`config.mk`:
```
export PLATFORM = sky130hd
export DESIGN_NAME = pipe_stage_skid
export DESIGN_NICKNAME = d
export VERILOG_FILES = /design/src/rtl/pipe_pkg.sv /design/src/rtl/dffe_w.sv /design/src/rtl/pipe_stage_skid.sv
export SDC_FILE = /design/constraint.sdc
export NUM_CORES = 1
export LEC_CHECK = 0
export CAP_MARGIN = 20
export CORE_MARGIN = 5
export CORE_UTILIZATION = 29
export DETAILED_ROUTE_END_ITERATION = 16
export GPL_TIMING_DRIVEN = 0
export PLACE_DENSITY_LB_ADDON = 0.1
export SLEW_MARGIN = 10
export SYNTH_ARGS = -nofsm -noshare
export SYNTH_HDL_FRONTEND = slang
export SYNTH_SLANG_ARGS = --single-unit
```
`constraint.sdc`:
```
create_clock -name clk -period 5.35 [get_ports clk]
set_clock_uncertainty 0.1 [all_clocks]
set_input_delay 1.605 -clock clk [delete_from_list [all_inputs] [get_ports clk]]
set_output_delay 1.605 -clock clk [all_outputs]
set_load 0.05 [all_outputs]
```
`src/rtl/pipe_pkg.sv`:
```
// Shared definitions for the valid/ready pipeline stage: the state encoding and
// the default NOP payload.
package pipe_pkg;

  typedef enum logic [1:0] {
    ST_EMPTY = 2'b00,
    ST_BUSY  = 2'b01,
    ST_FULL  = 2'b10
  } pipe_state_e;

  // The ISA NOP is all zeros; a stage of any width replicates this bit.
  localparam logic NOP_BIT = 1'b0;

endpackage

```
`src/rtl/dffe_w.sv`:
```
// Parametrised register with enable, asynchronous active-high reset and a
// configurable reset value.
module dffe_w #(
  parameter int               WIDTH   = 1,
  parameter logic [WIDTH-1:0] RST_VAL = '0
) (
  input  logic             clk,
  input  logic             rst,
  input  logic             en,
  input  logic [WIDTH-1:0] d,
  output logic [WIDTH-1:0] q
);

  always_ff @(posedge clk or posedge rst) begin
    if (rst)     q <= RST_VAL;
    else if (en) q <= d;
  end

endmodule

```
`src/rtl/pipe_stage_skid.sv`:
```
// Pipeline stage register with a two-entry skid buffer: in_ready is decoded
// from state alone, so backpressure never ripples combinationally upstream.
module pipe_stage_skid
  import pipe_pkg::*;
#(
  parameter int               WIDTH  = 16,
  parameter logic [WIDTH-1:0] BUBBLE = {WIDTH{NOP_BIT}},
  parameter int               CNT_W  = 16
) (
  input  logic             clk,
  input  logic             rst,
  input  logic             in_valid,
  output logic             in_ready,
  input  logic [WIDTH-1:0] in_data,
  output logic             out_valid,
  input  logic             out_ready,
  output logic [WIDTH-1:0] out_data,
  input  logic             flush,
  output logic [1:0]       occupancy,
  input  logic             clr_stats,
  output logic [CNT_W-1:0] stall_cnt
);

  logic [1:0]       state_raw;
  pipe_state_e      state_q, state_d;
  logic [WIDTH-1:0] main_q, main_d, skid_q, skid_d;
  logic             main_en, skid_en;
  logic [CNT_W-1:0] cnt_q, cnt_d;
  logic             cnt_en, stall;

  assign state_q = pipe_state_e'(state_raw);

  always_comb begin
    state_d = state_q;
    main_d  = main_q;
    skid_d  = skid_q;
    main_en = 1'b0;
    skid_en = 1'b0;
    if (flush) begin
      // Squash beats everything, including a payload offered this cycle.
      state_d = ST_EMPTY;
      main_d  = BUBBLE;
      skid_d  = BUBBLE;
      main_en = 1'b1;
      skid_en = 1'b1;
    end else begin
      unique case (state_q)
        ST_EMPTY: begin
          if (in_valid) begin
            main_d  = in_data;
            main_en = 1'b1;
            state_d = ST_BUSY;
          end
        end
        ST_BUSY: begin
          if (in_valid && out_ready) begin
            main_d  = in_data;
            main_en = 1'b1;
          end else if (in_valid) begin
            skid_d  = in_data;
            skid_en = 1'b1;
            state_d = ST_FULL;
          end else if (out_ready) begin
            main_d  = BUBBLE;
            main_en = 1'b1;
            state_d = ST_EMPTY;
          end
        end
        ST_FULL: begin
          // in_ready is low here, so in_valid is ignored.
          if (out_ready) begin
            main_d  = skid_q;
            skid_d  = BUBBLE;
            main_en = 1'b1;
            skid_en = 1'b1;
            state_d = ST_BUSY;
          end
        end
        default: begin
          state_d = ST_EMPTY;
          main_d  = BUBBLE;
          skid_d  = BUBBLE;
          main_en = 1'b1;
          skid_en = 1'b1;
        end
      endcase
    end
  end

  always_comb begin
    stall  = out_valid & ~out_ready;
    cnt_en = clr_stats | (stall & ~(&cnt_q));
    cnt_d  = clr_stats ? '0 : cnt_q + CNT_W'(1);
  end

  always_comb begin
    unique case (state_q)
      ST_BUSY: occupancy = 2'd1;
      ST_FULL: occupancy = 2'd2;
      default: occupancy = 2'd0;
    endcase
  end

  assign out_valid = (state_q != ST_EMPTY);
  assign in_ready  = (state_q != ST_FULL);
  assign out_data  = main_q;
  assign stall_cnt = cnt_q;

  dffe_w #(.WIDTH(2), .RST_VAL(ST_EMPTY)) u_state (
    .clk(clk), .rst(rst), .en(1'b1), .d(state_d), .q(state_raw)
  );

  dffe_w #(.WIDTH(WIDTH), .RST_VAL(BUBBLE)) u_main (
    .clk(clk), .rst(rst), .en(main_en), .d(main_d), .q(main_q)
  );

  dffe_w #(.WIDTH(WIDTH), .RST_VAL(BUBBLE)) u_skid (
    .clk(clk), .rst(rst), .en(skid_en), .d(skid_d), .q(skid_q)
  );

  dffe_w #(.WIDTH(CNT_W), .RST_VAL('0)) u_cnt (
    .clk(clk), .rst(rst), .en(cnt_en), .d(cnt_d), .q(cnt_q)
  );

endmodule

```
## After elaboration in Yosys (flattened, before gate mapping)

Cells that the tools add are included.

- Eq/ne operators: 11
- Mux-type cells: 28
- Bitwise gates (word level): 5
- Reduce and logical (&&, ||, !) cells: 7
- $add $sub $neg: 1

Operators with widths:

| kind | number |
|---|---|
| 16-bit two-way mux | 9 |
| 16-bit case mux with 3 select lines | 2 |
| 16-bit by 1-bit adder with 16-bit output, second input constant | 1 |
| 16-bit AND reduction | 1 |
| 2-bit two-way mux | 6 |
| 3-bit inequality test, second input constant | 4 |
| 4-bit inequality test, second input constant | 3 |
| 5-bit AND reduction | 2 |
| 1-bit two-way mux | 7 |
| 1-bit case mux with 3 select lines | 2 |
| 2-bit case mux with 3 select lines | 1 |
| 2-bit inequality test, second input constant | 2 |
| 2-bit case mux with 2 select lines | 1 |
| 4-bit AND reduction | 1 |
| 1-bit bitwise AND | 2 |
| 2-bit by 1-bit equality test with 1-bit output, second input constant | 1 |
| 2-bit equality test, second input constant | 1 |
| 2-bit logical NOT | 1 |
| 1-bit inverter | 2 |
| 2-bit nonzero test | 1 |
| 1-bit logical AND | 1 |
| 1-bit OR | 1 |

- Register bits: 50
- Word-level logic and storage cells: 56
- Input port bits: 22
- Output and inout bits: 36

## Longest topological paths before layout

- Depth after elaboration: 6
- Mapped depth: 7
- Depth with buffers taken out: 5

## By module

A second synthesis with hierarchy kept.

- Cell total of the unflattened synthesis: 314
- Area total of the unflattened synthesis: 3374.5 µm²

By module, submodules not included:

| module | area an instance (µm²) | instances | cells an instance |
|---|---|---|---|
| dffe_w (u_cnt ...) | 653.1 | 3 | 35 |
| pipe_stage_skid | 1338.8 | 1 | 204 |
| dffe_w (u_state) | 76.3 | 1 | 5 |

## Worst setup path after synthesis

No wires, ideal clock.

- Path type: register -> output
- From: reg u_state.q[0]
- To: out in_ready
- Slack: 1.663 ns
- Arrival time: 1.982 ns
- Stages on the path, launching flop included: 6
- Data required time: 3.645 ns
- Cell sequence: dfrtp_1 -> buf_2 -> nor2b_1 -> clkbuf_1 -> clkbuf_1 -> inv_1

- Cells in the longest elaborated chain, start to end: 1

Ends and longest elaborated chain:

| element | RTL line | RTL |
|---|---|---|
| from (decl) | dffe_w.sv:11 | `output logic [WIDTH-1:0] q` |
| from (signal assigned) | dffe_w.sv:15 | `if (rst) q <= RST_VAL;` |
| from (signal assigned) | dffe_w.sv:16 | `else if (en) q <= d;` |
| 2-bit inequality test | pipe_stage_skid.sv:105 | `assign in_ready = (state_q != ST_FULL);` |
| to (decl) | pipe_stage_skid.sv:13 | `output logic in_ready,` |

No other way between the ends.

## Worst setup path in the final report

- From: reg u_state.q[0]
- To: out occupancy[1]

- Cells in the longest elaborated chain, start to end: 2
- Elaborated cells between the ends (all ways): 3

Ends and longest elaborated chain:

| element | RTL line | RTL |
|---|---|---|
| 2-bit equality test or 2-bit by 1-bit equality test with 1-bit output (tied branches) | pipe_stage_skid.sv:97 | `unique case (state_q)` |
| 2-bit case mux with 2 select lines (*) | pipe_stage_skid.sv:97 |  |
| to (decl) | pipe_stage_skid.sv:19 | `output logic [1:0] occupancy,` |

Mark *: on every way between the ends. The rest lies on a longest branch, timed or not.

==> results.json <==
{
  "critical_path_class": "flip-flop to output pin",
  "clockRootBuffer": "clkbuf_8",
  "critPathLaunchType": "flip-flop",
  "min_period_ns": 4.47,
  "layout-drive-gt1-share": 0.111,
  "hold_path_depth": 2,
  "cts.repair.resized": 0,
  "postCtsSetupBuffers": 0,
  "synth-seq-cells": 50,
  "core_sq_um": 8180,
  "r2r-end": "u_main.q[12]$_DFFE_PP0P_",
  "grt_max_degree": 27,
  "clock.fmax_ghz": 0.224,
  "status": "finished clean",
  "rsz0062_at_grt": "false",
  "cap_violations": 0,
  "dieHeight_um": 101,
  "drt_wl_total_mm": 6.39,
  "multi_input_comb_area_sq_um": 1070,
  "crit_fanout": 10,
  "ys_seq_area_frac": 0.518,
  "fin_crit_sh": 0.835,
  "r2r_slack_ns": 3.28,
  "post-route-drc-count": 0,
  "cts_buffers": 5,
  "r2r-start": "u_state.q[0]$_DFFE_PP0P_",
  "grt_pass1_wl_mm": 10.4,
  "rr_worst_depth": 6,
  "min_path_type": "flip-flop to flip-flop",
  "boundaryPins": 58,
  "ctsLongestPathBuffers": 2,
  "clk_pin_slew_ns": 0.09,
  "synth.cell_area_sq_um": 2410,
  "ys_warn_count": 0,
  "cts-htree-levels": 2,
  "avgRoutedWirePerCell_um": 15.9,
  "leakage_nw": 1.33,
  "n_antenna_cell": 0,
  "relSlewSlack": 0.516,
  "synthesis.nets": 254,
  "clock-sinks": 50,
  "rows": 33,
  "die_area_sq_um": 10200,
  "grtUsageTotal": 0.127,
  "final-setup-viol-count": 0,
  "dp_hpwl_mm": 4.44,
  "grt-ovfl-total": 0,
  "setup_tns_ns": 0,
  "drtIter0Drc": 135,
  "globalplace.congestion": 0.745,
  "avgSynthCellArea_sq_um": 10.4,
  "vias": 2067,
  "drv_slew": 0,
  "viasPerCell": 5.15,
  "clock_latency_ns": 0.30,
  "nNetsFinal": 318,
  "drtAntennaViolNets": 0,
  "antenna_found_initial": 0,
  "dr.pass1.iters": 4,
  "cts_tree": "yes",
  "min_from": "u_main.q[8]$_DFFE_PP0P_",
  "fin_hold_ws_ns": 0.386,
  "synthFlopType": "dfrtp_1",
  "portBuffers": 56,
  "postCtsHoldBufs": 0,
  "ys_async_sr_fraction": 1.00,
  "grt_pass1_vias": 2084,
  "synth_cells": 231,
  "seq_area_sq_um": 1250,
  "ir_worst_vdd_mv": 0.118,
  "pwr_density_cell_nw_per_um2": 250,
  "start_util": 0.295,
  "cp-end-kind": "output pin",
  "die-width_um": 101,
  "cp.arrival_ns": 2.76,
  "min_to": "u_main.q[8]$_DFFE_PP0P_",
  "tightest_slew_ns": 0.716,
  "hold_viol": 0,
  "syn2layout_area_growth_pct": 33.3,
  "synth_edf_count": 0,
  "ys_types": 39,
  "critPathRequiredTime_ns": 3.65,
  "n_fill_cell": 832
}
-- critical path, cell delays in order, from the launching register on --
cell             delay (ns)
dfrtp_1                0.38
buf_2                  0.17
nor2b_1                0.11
clkbuf_1               0.41
clkbuf_1               0.48
clkdlybuf4s50_1        0.91
-- power breakdown --
part           switching (W)  internal (W)
sequential        0.00000912      0.000393
combinational       0.000107     0.0000610
clock               0.000130      0.000105
total               0.000245      0.000559
-- placed cells by master, fill, tap and decap left out, types with 2 or more instances in the layout --
| cell | count |
|---|---|
| o31ai_1 | 8 |
| and3_1 | 3 |
| inv_1 | 2 |
| or4_1 | 8 |
| o21ai_0 | 15 |
| o22a_1 | 2 |
| or3_1 | 6 |
| o21ai_2 | 10 |
| and2_1 | 2 |
| clkdlybuf4s50_1 | 56 |
| a21oi_1 | 16 |
| a22o_1 | 16 |
| nand3_1 | 4 |
| clkbuf_8 | 6 |
| dfrtp_1 | 50 |
| nand4_1 | 5 |
| clkbuf_1 | 7 |
| nand2_1 | 27 |
| buf_2 | 5 |
| and4_1 | 2 |
| buf_6 | 2 |
| nor2b_1 | 3 |
| a22oi_1 | 16 |
| nor2_1 | 5 |
-- through the flow --
| step | power (W) | instances | cell area (sq um) | util | worst slack, ns |
|---|---|---|---|---|---|
| after detailed placement | 0.000580 | 393 | 3130 | 0.382 | 1.22 |
| after floorplan | 0.000512 | 231 | 2410 | - | 1.66 |
| final | 0.000804 | 401 | 3220 | 0.393 | 0.881 |
| after global routing | 0.000841 | 401 | 3220 | 0.393 | 0.692 |
| after CTS | 0.000818 | 401 | 3220 | 0.393 | 0.868 |
| after global placement | 0.000578 | 392 | 3110 | 0.380 | 1.20 |
-- how the worst max path moves through the flow --
| stage | from | to | depth (start not counted) |
|---|---|---|---|
| 6_report | u_state.q[0]$_DFFE_PP0P_ | occupancy[1] | 5 |
| 3_3_place_gp | u_state.q[0]$_DFFE_PP0P_ | occupancy[1] | 5 |
| 2_1_floorplan | u_state.q[0]$_DFFE_PP0P_ | in_ready | 5 |
| 3_5_place_dp | u_state.q[0]$_DFFE_PP0P_ | occupancy[1] | 5 |
| 4_1_cts | u_state.q[0]$_DFFE_PP0P_ | occupancy[1] | 5 |
| 5_1_grt | u_state.q[0]$_DFFE_PP0P_ | occupancy[1] | 5 |
-- metal layers --
| layer | global-route usage | wire length [um] | up-vias |
|---|---|---|---|
| li1 | - | - | 998 |
| met1 | 0.162 | 2900 | 1016 |
| met2 | 0.207 | 3070 | 48 |
| met3 | 0.0399 | 362 | 5 |
| met4 | 0.0399 | 61 | 0 |
| met5 | 0 | 0 | - |
-- cells in the mapped netlist (2+ instances only) --
cell      count  share of area
dfrtp_1      50           0.52
nand2_1      27          0.042
a21oi_1      16          0.033
a22o_1       16          0.058
a22oi_1      16          0.050
o21ai_0      15          0.031
o21ai_2      10          0.036
o31ai_1       8          0.025
or4_1         8          0.025
clkbuf_1      6         0.0093
or3_1         6          0.016
buf_2         5          0.010
nand4_1       5          0.013
nor2_1        5         0.0078
nand3_1       4         0.0083
and3_1        3         0.0078
inv_1         3         0.0047
nor2b_1       3         0.0078
and2_1        2         0.0052
and4_1        2         0.0073
buf_6         2         0.0093
o22a_1        2         0.0073
-- kinds of logic (layout without fill, tap and decap cells) --
kind of cell	count (synthesis)	after routing	share of synthesized area
buf+inv	18	83	0.0384
compound gates	88	88	0.263
xor+xnor	1	1	0.00363
fa+ha+maj	1	1	0.00518
simple gates	72	72	0.167
flops	50	50	0.518
mux	1	1	0.00467
-- state kept, by name, summed over array words and instances (netlist names) --
signal     cells
u_cnt.q       16
u_main.q      16
u_skid.q      16
u_state.q      2
-- cell type report --
type                            count  share of cell area
Clock buffer                        7              0.0268
Timing Repair Buffer               57               0.180
Sequential cell                    50               0.389
Tap cell                          105              0.0408
Clock inverter                      1             0.00156
Multi-Input combinational cell    163               0.333
Buffer                             15              0.0253
Inverter                            3             0.00350
Power figures use the tool's default switching activity.
